--- config.mk ---
export PLATFORM = sky130hd
export DESIGN_NAME = mod_exp_engine
export DESIGN_NICKNAME = d
export VERILOG_FILES = /design/src/rtl/mod_exp_engine.sv
export SDC_FILE = /design/constraint.sdc
export NUM_CORES = 1
export LEC_CHECK = 0
export ABC_AREA = 1
export CORE_ASPECT_RATIO = 1.1
export CORE_UTILIZATION = 28
export CTS_CLUSTER_SIZE = 14
export DETAILED_ROUTE_END_ITERATION = 10
export PLACE_DENSITY = 0.52
export SYNTH_ARGS = -nofsm -noshare
export SYNTH_HDL_FRONTEND = slang
export SYNTH_SLANG_ARGS = --single-unit
--- constraint.sdc ---
create_clock -name clk -period 10.6 [get_ports clk]
set_input_delay 2.12 -clock clk [delete_from_list [all_inputs] [get_ports clk]]
set_output_delay 2.12 -clock clk [all_outputs]
set_load 0.05 [all_outputs]
--- src/rtl/mod_exp_engine.sv ---
// Modular exponentiation engine: right-to-left binary exponentiation built on a 32-cycle interleaved modular multiplier.
// Define MOD_EXP_CONST_TIME_EN to run the multiply step for every exponent bit (constant latency).
module mod_exp_engine (
    input  logic        clk,
    input  logic        rst,
    input  logic        start,
    input  logic [31:0] base,
    input  logic [31:0] exponent,
    input  logic [31:0] modulus,
    output logic [63:0] result,
    output logic        done,
    output logic        busy,
    output logic        err
);

`ifdef MOD_EXP_CONST_TIME_EN
    localparam bit CONST_TIME = 1'b1;
`else
    localparam bit CONST_TIME = 1'b0;
`endif

    typedef enum logic [2:0] {IDLE, REDUCE, MUL, SQR, NEXT, FIN} state_t;

    state_t      state_q, state_d;
    logic [4:0]  idx_q, cnt_q, idx_inc;
    logic [33:0] acc_q, acc_nxt;
    logic [31:0] res_q, sq_q;
    logic [31:0] base_q, exp_q, mod_q;
    logic [31:0] mul_a, mul_b;
    logic        err_q, mul_last;

    // One interleaved step: acc < m on entry, so 2*acc + a < 3m fits in 34 bits.
    function automatic logic [33:0] mm_step(input logic [33:0] acc, input logic [31:0] a,
                                            input logic bit_i, input logic [31:0] m);
        logic [33:0] t;
        t = {acc[32:0], 1'b0} + (bit_i ? {2'b00, a} : 34'd0);
        if (t >= {2'b00, m}) t = t - {2'b00, m};
        if (t >= {2'b00, m}) t = t - {2'b00, m};
        return t;
    endfunction

    // REDUCE walks the base as the multiplier bits against a=1, so any base is reduced.
    always_comb begin
        mul_a = 32'd1;
        mul_b = base_q;
        case (state_q)
            MUL:     begin mul_a = res_q; mul_b = sq_q; end
            SQR:     begin mul_a = sq_q;  mul_b = sq_q; end
            default: ;
        endcase
    end

    assign acc_nxt  = mm_step(acc_q, mul_a, mul_b[~cnt_q], mod_q);
    assign mul_last = (cnt_q == 5'd31);
    assign idx_inc  = idx_q + 5'd1;

    // NEXT is folded into the SQR exit so it costs no cycle.
    always_comb begin
        state_d = state_q;
        case (state_q)
            IDLE:    if (start) state_d = (modulus == 32'd0) ? FIN : REDUCE;
            REDUCE:  if (mul_last) state_d = (CONST_TIME || exp_q[idx_q]) ? MUL : SQR;
            MUL:     if (mul_last) state_d = SQR;
            SQR: begin
                if (mul_last) begin
                    if (idx_q == 5'd31)                    state_d = FIN;
                    else if (CONST_TIME || exp_q[idx_inc]) state_d = MUL;
                    else                                   state_d = SQR;
                end
            end
            NEXT:    state_d = FIN;
            FIN:     state_d = IDLE;
            default: state_d = IDLE;
        endcase
    end

    always_ff @(posedge clk) begin
        if (rst) begin
            state_q <= IDLE;
            idx_q   <= 5'd0;
            cnt_q   <= 5'd0;
            acc_q   <= 34'd0;
            res_q   <= 32'd0;
            err_q   <= 1'b0;
        end else begin
            state_q <= state_d;
            case (state_q)
                IDLE: begin
                    if (start) begin
                        idx_q <= 5'd0;
                        cnt_q <= 5'd0;
                        acc_q <= 34'd0;
                        err_q <= (modulus == 32'd0);
                        res_q <= (modulus <= 32'd1) ? 32'd0 : 32'd1;
                    end
                end
                REDUCE, MUL, SQR: begin
                    cnt_q <= cnt_q + 5'd1;
                    acc_q <= mul_last ? 34'd0 : acc_nxt;
                    if (mul_last) begin
                        // A MUL on a zero exponent bit only happens in constant-time mode; its product is dropped.
                        if (state_q == MUL) begin
                            if (exp_q[idx_q]) res_q <= acc_nxt[31:0];
                        end else begin
                            sq_q <= acc_nxt[31:0];
                        end
                        if (state_q == SQR && idx_q != 5'd31) idx_q <= idx_inc;
                    end
                end
                default: ;
            endcase
        end
    end

    always_ff @(posedge clk) begin
        if (!rst && state_q == IDLE && start) begin
            base_q <= base;
            exp_q  <= exponent;
            mod_q  <= modulus;
        end
    end

    assign result = {32'd0, res_q};
    assign done   = (state_q == FIN);
    assign busy   = (state_q != IDLE);
    assign err    = err_q;

endmodule

==> metrics.txt <==
H-tree Lvls 1; largest net degree at the start of global routing 66; worst-margin pin slew 0.9768 ns; Syn Area/Cell 7.094 um^2; Multi-input gate area 0.009037 mm^2; vias in the first global route 14910; first-pass GRT wire length 86520 um; final hold vios 0; Max Cap Viol 0; # fillers 5953; TritonCTS Buffers 27; die width 228.1 um; final setup fails 0; antenna violations before repair 1; Clock Skew 0.01244 ns; Worst Path Buf+Inv 6; CTS tree built; Clk pwr share 13.3%; dominant cell type by area after synthesis edfxtp_1; Synth Register Bits 207; crit path launch type flip-flop; Seq/Total Area, Yosys 34.46%; top cells by area, synth edfxtp_1 24%, nand2_1 16%, dfxtp_1 10%; First DRT Iteration DRCs 1295; final worst-path cycle share 91.82%; drt total wl 56710 um; Post-synth top flop edfxtp_1; I/O Buffers 133; clk buf depth 3; Placed Cells 3035; share of layout cells above drive strength 1 3.874%; critical path's largest stage delay 0.47 ns; GRT Util Overall 19.46%; Final Util 33.72%; Post-synth EDFFs 128; sw frac 55.27%; RSZ-0062 raised after global routing true; total gr overflow 0; Final #Nets 2529; Core Area 0.05518 mm^2; post-route DRC violation count 0; cell-internal power 3107 uW; Worst VDD drop 118.4 uV; status completed; Synth Cell Area 0.01574 mm^2; drt via density 4.906; final hold slack 0.4701 ns; final non-filler cell total 3085; Arrival @ worst endpoint 10.15 ns; Gate power share 68.8%; Yosys warnings 0; HPWL Detailed 45710 um; Largest delay share family, worst path simple AND/OR/NAND/NOR gates; register area 0.005425 mm^2; Die H 250.7 um; die area 0.05718 mm^2; worst endpoint required time 11.02 ns; Initial Util 28.53%; Pleak 0.008206 uW; # rows 90; clock sink total 207; Seq pwr share 17.9%; FFs w/ async S/R, synth 0%; clk_lat worst skew 0.56 ns; DR pass1 iterations 5; net switching power 3840 uW; min Tclk post-route 9.733 ns; Via Count 15130; number of routed nets with antenna violations 0; Synth top area share 24.42%; Slew HR 34.72%; Mapped Cells 2219; routed len/inst 18.38 um; cell area power density 373.3 mW/mm^2; hold bufs inserted after CTS 0; gp weighted congestion 0.9335; I/O pin cnt 166; Pins Over Slew Limit 0; Netlist cell types 51; CTS clock-pin slew for the worst setup and hold paths 0.06 ns; most used cell, CP nand2_1; Layout area overhead 18.20%; Hold Path Class reg2reg; clk root buf clkbuf_16; crit-path max FO 34; CP max stage cell a21oi_4; Crit Path Class reg2reg; maximum clock frequency 102.7 MHz; crit path capture type flip-flop; Antenna Cells 0
[worst reg2reg max path: cells and delay by family (launching register included)]
family	cells	cell delay [ns]
AND/OR/NAND/NOR	27	4.05
AO/OA/AOI/OAI	9	2.33
adder cells (fa/ha/maj)	5	1.39
buffers and inverters	6	1.09
flip-flops	1	0.38
XOR/XNOR	1	0.36
[power groups by stage]
stage | clock network, uW | logic, uW | registers (uW)
finish | 925 | 4780 | 1240
global route | 977 | 5290 | 1260
CTS | 953 | 4710 | 1240
detailed placement | 0 | 4690 | 1260
global placement | 0 | 4700 | 1260
floorplan | 0 | 3200 | 1350
[repair_timing]
action / in CTS / in global routing
setup endpoints to repair: 0 / 97
gates resized for setup: 0 / 1
buffers inserted: 0 / 0
[Yosys cell counts (2+ instances only)]
master,count
buf_6,3
a22oi_1,33
nand2_2,5
a31oi_1,6
edfxtp_1,128
o311ai_0,6
buf_2,12
fa_1,3
buf_1,3
a21oi_1,194
a211oi_1,6
a21oi_2,2
nand3b_1,6
o21ai_0,72
and2_1,9
or2_2,4
dfxtp_1,79
buf_4,36
a21o_1,12
a21boi_0,6
nor2_1,176
and3_1,2
nand4_1,48
inv_1,226
clkbuf_1,47
nor4_1,11
nand2_1,663
o21ai_1,6
inv_2,5
nand3_2,3
o211ai_1,13
ha_1,99
xor2_1,46
nor3_1,24
clkinv_1,3
o21a_1,7
nor2_2,4
nand3_1,151
o21bai_1,16
xnor2_1,33
[registers in the layout (all words and copies together), names as in the netlist]
name,count
idx_q,5
res_q,32
err,1
acc_q,33
mod_q,32
state_q,3
cnt_q,5
exp_q,32
sq_q,32
base_q,32
[kinds of logic after synthesis]
kind of cell / share of synthesized area (%)
compound gates: 14.04
xor+xnor: 4.395
fa+ha+maj: 8.250
buf+inv: 9.084
flops: 34.46
other cells: 0.02382
simple gates: 29.75
[layout by cell type, fill, tap and decap left out, types with 5 or more instances in the layout]
cell type	instances
nand2_1	663
inv_1	226
a21oi_1	194
nor2_1	172
nand3_1	151
clkdlybuf4s50_1	132
edfxtp_1	128
ha_1	99
dfxtp_1	79
o21ai_0	72
nand4_1	48
xor2_1	46
xnor2_1	33
a22oi_1	33
conb_1	32
clkbuf_16	28
nor3_1	24
buf_4	17
o21bai_1	16
o211ai_1	13
a21o_1	12
nor4_1	10
and2_1	9
o21a_1	7
clkbuf_1	7
o21ai_1	6
nor2_2	6
a21boi_0	6
nand3b_1	6
a31oi_1	6
a211oi_1	6
o311ai_0	6
nand2_2	5
inv_2	5
clkinv_1	5
[metal layers]
layer  wire [um]  global-route usage, %  up-vias  part of all wire, %
met5          12                      0        -                0.021
li1            -                      -     7578                    -
met4        1504                  5.906        2                  2.7
met3        2834                  2.186       65                  5.0
met1       26790                  26.79     7064                   47
met2       25560                  31.80      425                   45
[metrics by stage]
stage | power, uW | area (um^2) | setup WS, ns | setup TNS, ns
after detailed placement | 5951 | 17710 | 0.6719 | 0
after global placement | 5960 | 17710 | 0.8813 | 0
after CTS | 6911 | 18600 | 0.6474 | 0
after floorplan | 4552 | 15860 | 3.219 | 0
final | 6947 | 18610 | 0.8668 | 0
after global routing | 7523 | 18610 | -0.05185 | -0.2286
[worst paths after layout]
| check | slack [ns] | start | endpoint | cells after the start |
|---|---|---|---|---|
| setup / recovery | 0.87 | state_q[2]$_SDFFE_PP0P_ | acc_q[26]$_SDFFE_PP0P_ | 48 |
| hold / removal | 0.47 | acc_q[2]$_SDFFE_PP0P_ | acc_q[2]$_SDFFE_PP0P_ | 2 |
| setup reg to reg | 0.87 | state_q[2]$_SDFFE_PP0P_ | acc_q[26]$_SDFFE_PP0P_ | 48 |
| hold reg to reg | 0.47 | acc_q[2]$_SDFFE_PP0P_ | acc_q[2]$_SDFFE_PP0P_ | 2 |
[area by class of cell]
cell class	instances	share of cell area, %
clock buffer	37	4.055
inverter	234	4.720
clock inverter	13	0.7396
tap	736	4.949
multi-input combinational	1708	48.57
sequential	207	29.16
timing repair buffer	150	7.813
(Power assumes the default switching activity.)
